**src/rtl/hash_msg_feeder.sv**
```systemverilog
// hash_msg_feeder
//   Byte-stream front end for the hash core. Buffers one message from an
//   upstream valid/ready byte source, counts its length, then replays it to
//   the hash as a contiguous M_valid burst with counter = message length.
//   After the burst it waits for a rising hash_ready before taking the next
//   message. Overlong messages are dropped (err_overflow). If the hash never
//   answers, err_timeout is raised. Both error flags are sticky until rst.
// Ports
//   clk, rst          clock, synchronous active-high reset
//   in_valid/in_data/in_last/in_nobyte/in_ready   upstream byte stream
//   M_valid/message/counter   registered burst to the hash
//   hash_ready        digest-valid from the hash (rising edge ends a message)
//   busy              state != IDLE
//   err_overflow      sticky: message longer than DEPTH was dropped
//   err_timeout       sticky: no hash_ready rise within TIMEOUT cycles
module hash_msg_feeder #(
  parameter int DEPTH   = 16,
  parameter int TIMEOUT = 64
) (
  input  logic        clk,
  input  logic        rst,
  input  logic        in_valid,
  input  logic [7:0]  in_data,
  input  logic        in_last,
  input  logic        in_nobyte,
  output logic        in_ready,
  output logic        M_valid,
  output logic [7:0]  message,
  output logic [63:0] counter,
  input  logic        hash_ready,
  output logic        busy,
  output logic        err_overflow,
  output logic        err_timeout
);
  localparam int AW = $clog2(DEPTH);
  localparam int LW = AW + 1;
  localparam int TW = $clog2(TIMEOUT + 1);

  typedef enum logic [2:0] {IDLE, FILL, DROP, SEND, WAIT_HASH} state_t;

  state_t        state, state_n;
  logic [LW-1:0] len, len_n, len_inc;
  logic [LW-1:0] rd, rd_n;
  logic [TW-1:0] timer, timer_n;
  logic [7:0]    mem [DEPTH];
  logic          hr_q, hr_rise, accept, wr_en;
  logic          mv_n, ovf_n, tmo_n, rdy_n;
  logic [7:0]    msg_n;
  logic [63:0]   cnt_n;

  assign accept  = in_valid & in_ready;
  assign hr_rise = hash_ready & ~hr_q;
  assign busy    = (state != IDLE);
  assign len_inc = len + LW'(1);

  always_comb begin
    state_n = state;
    len_n   = len;
    rd_n    = rd;
    timer_n = timer;
    mv_n    = M_valid;
    msg_n   = message;
    cnt_n   = counter;
    ovf_n   = err_overflow;
    tmo_n   = err_timeout;
    wr_en   = 1'b0;
    case (state)
      IDLE: if (accept) begin
        if (in_last && in_nobyte) begin
          // zero-length message: one dummy beat of 8'h00 with counter 0
          state_n = SEND;
          len_n   = '0;
          rd_n    = LW'(1);
          mv_n    = 1'b1;
          msg_n   = 8'h00;
          cnt_n   = '0;
        end else begin
          wr_en = 1'b1;
          len_n = len_inc;
          if (in_last) begin
            // single-byte message: buffer not yet written, forward the byte
            state_n = SEND;
            rd_n    = LW'(1);
            mv_n    = 1'b1;
            msg_n   = in_data;
            cnt_n   = 64'(len_inc);
          end else begin
            state_n = FILL;
          end
        end
      end
      FILL: if (accept) begin
        if (len == LW'(DEPTH)) begin
          ovf_n   = 1'b1;
          len_n   = '0;
          state_n = in_last ? IDLE : DROP;
        end else begin
          wr_en = 1'b1;
          len_n = len_inc;
          if (in_last) begin
            // first beat goes out on the same edge the last byte lands
            state_n = SEND;
            rd_n    = LW'(1);
            mv_n    = 1'b1;
            msg_n   = mem[0];
            cnt_n   = 64'(len_inc);
          end
        end
      end
      DROP: if (accept && in_last) begin
        state_n = IDLE;
        len_n   = '0;
      end
      SEND: begin
        // rd starts at 1, so len==0 and len==1 both give exactly one beat
        if (rd >= len) begin
          mv_n    = 1'b0;
          state_n = WAIT_HASH;
          timer_n = '0;
        end else begin
          msg_n = mem[rd[AW-1:0]];
          rd_n  = rd + LW'(1);
        end
      end
      WAIT_HASH: begin
        if (hr_rise) begin
          state_n = IDLE;
          len_n   = '0;
          timer_n = '0;
        end else if (timer == TW'(TIMEOUT - 1)) begin
          tmo_n   = 1'b1;
          state_n = IDLE;
          len_n   = '0;
          timer_n = '0;
        end else begin
          timer_n = timer + TW'(1);
        end
      end
      default: state_n = IDLE;
    endcase
    rdy_n = (state_n == IDLE) || (state_n == FILL) || (state_n == DROP);
  end

  always_ff @(posedge clk) begin
    if (rst) begin
      state        <= IDLE;
      len          <= '0;
      rd           <= '0;
      timer        <= '0;
      M_valid      <= 1'b0;
      message      <= '0;
      counter      <= '0;
      err_overflow <= 1'b0;
      err_timeout  <= 1'b0;
      in_ready     <= 1'b0;
      hr_q         <= 1'b0;
    end else begin
      state        <= state_n;
      len          <= len_n;
      rd           <= rd_n;
      timer        <= timer_n;
      M_valid      <= mv_n;
      message      <= msg_n;
      counter      <= cnt_n;
      err_overflow <= ovf_n;
      err_timeout  <= tmo_n;
      in_ready     <= rdy_n;
      hr_q         <= hash_ready;
    end
  end

  // payload storage needs no reset; wr_en only fires while len < DEPTH
  always_ff @(posedge clk) begin
    if (wr_en) mem[len[AW-1:0]] <= in_data;
  end
endmodule
```
**config.mk**
```make
export PLATFORM = sky130hd
export DESIGN_NAME = hash_msg_feeder
export DESIGN_NICKNAME = d
export VERILOG_FILES = /design/src/rtl/hash_msg_feeder.sv
export SDC_FILE = /design/constraint.sdc
export NUM_CORES = 1
export LEC_CHECK = 0
export CORE_MARGIN = 4
export CORE_UTILIZATION = 40
export DETAILED_ROUTE_END_ITERATION = 10
export MAX_ROUTING_LAYER = met4
export PLACE_DENSITY_LB_ADDON = 0.12
export SKIP_LAST_GASP = 1
export SLEW_MARGIN = 25
export SYNTH_ARGS = -nofsm -noshare
export SYNTH_HDL_FRONTEND = slang
export SYNTH_SLANG_ARGS = --single-unit
```
**constraint.sdc**
```tcl
create_clock -name clk -period 2.26 [get_ports clk]
set_input_delay 0.226 -clock clk [delete_from_list [all_inputs] [get_ports clk]]
set_output_delay 0.226 -clock clk [all_outputs]
set_load 0.005 [all_outputs]
```
==> results.md <==
Status:
- The run finished with clean final reports.

Setup path:
- In this design, the stage delay of the slowest critical-path cell is roughly 0.34 ns.
- The worst setup path is of the reg -> reg kind.
- Broken down by cell family, the worst path's largest delay share belongs to simple AND/OR/NAND/NOR gates.
- The length in cells of the worst reg-to-reg path is 9.
- Data on the critical path arrives at its endpoint at between 2 and 2.5 ns.
- The master of the slowest instance on the critical path is dfxtp_1.
- The required time at the worst-slack endpoint is ~2.5 ns.
- Across all register-to-register paths, the minimum setup slack is approximately 0.11 ns.
- The worst register-to-register path begins at len[1]$_SDFFE_PP0P_.
- The kind of capture point of the worst setup path is a flop.
- Traced cell by cell, the critical path runs through inv_1, ha_1, nand4bb_1, nor3_2, nor4_4, buf_4, nand2_1, nor3_1, buf_4.
- In this run the critical register-to-register path is captured at mem[0][3]$_DFFE_PP_.
- The most prevalent standard cell on the critical path is buf_4.
- Counting both buffers and inverters, the worst setup path holds a total of 3.
- In this run the worst path has a maximum fanout of 8.
- The kind of launch point of the worst setup path is a flop.

Synth:
- The synthesized netlist net count is about 650.
- The sequential cell area fraction in the yosys report is 66.1%.
- Counting flops with a built-in enable in the synthesized netlist gives 128.
- The number of distinct library cells after synthesis is approximately 60.
- The most instantiated flip-flop cell in the synthesis netlist is edfxtp_1.
- The share of synthesized flip-flops with an asynchronous set or reset is 0%.
- The average cell area after synthesis is ~14 µm².
- In this run, synthesis produced a sequential element count of 229.
- The mapped netlist covers about 8900 µm².
- The number of cells produced by synthesis is 627.
- During synthesis, Yosys emitted a total of 0 warnings.

Power:
- The worst ir drop on vdd is 0.535 mV.
- The overall power is between 9 and 10 mW.
- The share of total power dissipated in combinational logic is approximately 5.9%.
- In this run the power spent charging and discharging nets is around 1.9 mW.
- The leakage power figure is around 3.9 nW.
- Per report_power, the clock group accounts for between 40 and 50% of the total.
- The switching share of power is about a fifth.
- Power spread over the standard cell area amounts to about 800 nW/µm².
- The internal portion of total power is 7.11 mW.
- Sequential cells account for roughly half of the total power.

Clock tree:
- TritonCTS created 26 clock buffers.
- The level count of the clock H-tree is 1.
- For this design, the CTS-stage hold fixing added 0 buffers.
- For the worst-skew pair, the clock arrives at the later sink with an insertion delay of ~0.52 ns.
- Clock-pin slew was measured on the worst setup and hold paths at about 0.060 ns.
- The CTS tree is done.
- The clock root buffer master is clkbuf_16.
- After clock tree synthesis, the setup repair step added 0 buffers.
- The clock sink count is 229.
- Counting along the longest clock path gives a buffer depth of 3.

STA:
- The share of the clock period used by the worst path is roughly 95%.
- Headroom to the max-slew limit came out at 62.1%.
- The setup violation total in the final timing report is 0.
- The max-slew violation total from the final report is 0.
- After routing, the total negative slack on setup checks comes to 0 ns.
- The final clock skew is between 0.007 and 0.008 ns.
- Setup repair after global routing left no endpoint under its margin.
- For the finished layout, the period the worst path requires is 2.15 ns.
- Setup slack closes at between 0.1 and 0.15 ns.
- The number of hold violations in the final report came to 0.
- The actual slew at the worst max-slew pin is ~0.57 ns.
- Derived from the worst setup path, the maximum achievable clock frequency is about 0.47 GHz.
- The final worst hold slack is around 0.30 ns.

Drt:
- The detailed-route via count is 5734.
- Dividing the detail-routed wire length by the instance count gives about 21 µm.
- The post-detailed-routing wire length is 22300 µm.
- For this block, the initial DRC count from the detailed router was around 430.
- After detailed routing, the number of remaining DRC violations is 0.
- The first detailed-routing pass took 5 iterations.
- The average via count per standard cell is around 5.3.
- The final antenna-violating net count is 0.

Die:
- The width of the die is 157 µm.
- The vertical extent of the die is 157 µm.
- The floorplan step defined a core boundary enclosing around 22000 µm².
- The die covers around 25000 µm².
- The number of primary I/O pins is just over 90.
- The initial core utilization is just over 40%.
- Row generation in the floorplan step produced 54 rows.

Global routing:
- The number of global-route vias before repair was 5862.
- The wire length of the first global-routing pass is 34000 µm.
- The initial antenna violation count is 0.
- The sum of overflow across all layers after global routing is 0.
- Entering global routing, the biggest net connects 60 pins.
- The overall routing resource usage is a little under a fifth.

Layout:
- Of the cells placed in the final design, the portion with a size suffix greater than 1 is a little under a fifth.
- The library cell used most frequently in the layout, excluding fill and tap cells, is edfxtp_1.
- The core utilization of the finished layout is approximately half.
- The antenna diode instance count is 0.
- The final instance area is about 11000 µm².
- Leaving out fill and tap cells, the most frequent cells in the layout are edfxtp_1, dfxtp_1, clkdlybuf4s50_1.
- Relative to the synthesized area, the layout overhead comes to 27.1%.
- The finished layout holds ~1.1k standard cells, fillers aside.
- After the last flow step, the layout net total stands at 800.

Hold path:
- The worst hold path terminates at hr_q$_SDFF_PP0_.
- The worst min-delay path category is in -> reg.
- Along the worst hold path, the cell count comes to 2.
- The hold path startpoint is hash_ready.

Place:
- The instance area after placement is 10400 µm².
- The count of input and output buffers is 90.
- Prior to clock tree synthesis, the placed netlist has a worst setup slack of 0.101 ns.
- The half-perimeter wire length after placement is 15500 µm.
- The final estimated routing congestion in global placement is between 0.8 and 0.9.
- The cell count after placement is just over 1k.

Flow run:
- Across the run, the number of max-cap violations was 0.
## cell type report
type                       instances  area, µm²
clock buffer                      43        812
clock inverter                     4       22.5
fill                            1840      10500
inverter                           9       33.8
multi-input combinational        355       2780
sequential                       229       5870
tap                              280        350
timing repair buffer             154       1410
## per-layer routing
metal / GRT usage (%) / share of wire, % / vias up
li1: - / - / 2653
met1: 24.4 / 44 / 2838
met2: 30.0 / 48 / 202
met3: 4.12 / 6.4 / 41
met4: 3.93 / 1.6 / 0
met5: - / 0 / -
## power groups by stage
stage | clock network (mW) | logic, mW | registers, mW
final | 4.00 | 0.534 | 4.48
after global routing | 4.31 | 0.579 | 4.48
after CTS | 4.13 | 0.536 | 4.48
after detailed placement | 0 | 0.536 | 4.57
after global placement | 0 | 0.529 | 4.57
after floorplan | 0 | 0.297 | 4.55
## worst reg2reg max path: stages, from the launching register on
cell	delay [ns]
dfxtp_1	0.34
inv_1	0.10
ha_1	0.24
nand4bb_1	0.15
nor3_2	0.08
nor4_4	0.21
buf_4	0.20
nand2_1	0.12
nor3_1	0.19
buf_4	0.22
## registers in the layout (all words and copies together) (netlist names), named ones only
| signal | cells |
|---|---|
| M_valid | 1 |
| state | 3 |
| hr_q | 1 |
| message | 8 |
| err_overflow | 1 |
| timer | 7 |
| rd | 5 |
| in_ready | 1 |
| counter | 64 |
| err_timeout | 1 |
| mem | 128 |
| len | 5 |
## cells by family (layout without fill, tap and decap cells)
logic type / after synthesis / in the layout / share of synthesized area (%)
AOI/OAI and AO/OA: 91 / 91 / 7.67
xor gates and xnor gates: 4 / 4 / 0.395
adders and majority gates: 11 / 11 / 1.55
buffers and inverters: 43 / 210 / 2.58
DFF: 229 / 229 / 66.1
muxes: 43 / 43 / 8.29
and+or+nand+nor: 206 / 206 / 13.4
## cell usage after synthesis (all sizes together) (5+ instances only)
master,count,area share [%]
edfxtp,128,43
dfxtp,101,23
and2,61,4.3
nor2,37,1.7
nand2,30,1.3
a21oi,27,1.7
mux4,24,6.1
buf,18,1.5
mux2i,18,2.0
nand3,18,1.0
clkbuf,16,0.69
nor3,13,0.79
a32oi,12,1.2
a22oi,11,0.93
and3,11,0.78
ha,11,1.6
a211oi,9,0.76
inv,9,0.38
nand3b,8,0.82
a311oi,6,0.87
nand2b,6,0.42
o21ai,6,0.34
nor2b,5,0.35
## how the worst max path moves through the flow
| stage | from | to | cells after the start |
|---|---|---|---|
| 3_5_place_dp | in_valid | mem[0][0]$_DFFE_PP_ | 7 |
| 3_3_place_gp | in_valid | mem[0][3]$_DFFE_PP_ | 7 |
| 6_report | len[1]$_SDFFE_PP0P_ | mem[0][3]$_DFFE_PP_ | 9 |
| 4_1_cts | state[1]$_SDFF_PP0_ | busy | 4 |
| 5_1_grt | len[2]$_SDFFE_PP0P_ | rd[2]$_SDFFE_PP0P_ | 8 |
| 2_1_floorplan | len[0]$_SDFFE_PP0P_ | mem[0][0]$_DFFE_PP_ | 7 |
## what timing repair did
item | 4_1_cts | 5_1_grt
endpoints found under the setup margin | 1 | 7
gates resized for setup | 3 | 1
cloned | 0 | 0
endpoints found under the hold margin | 0 | 0
(Power assumes the default switching activity.)
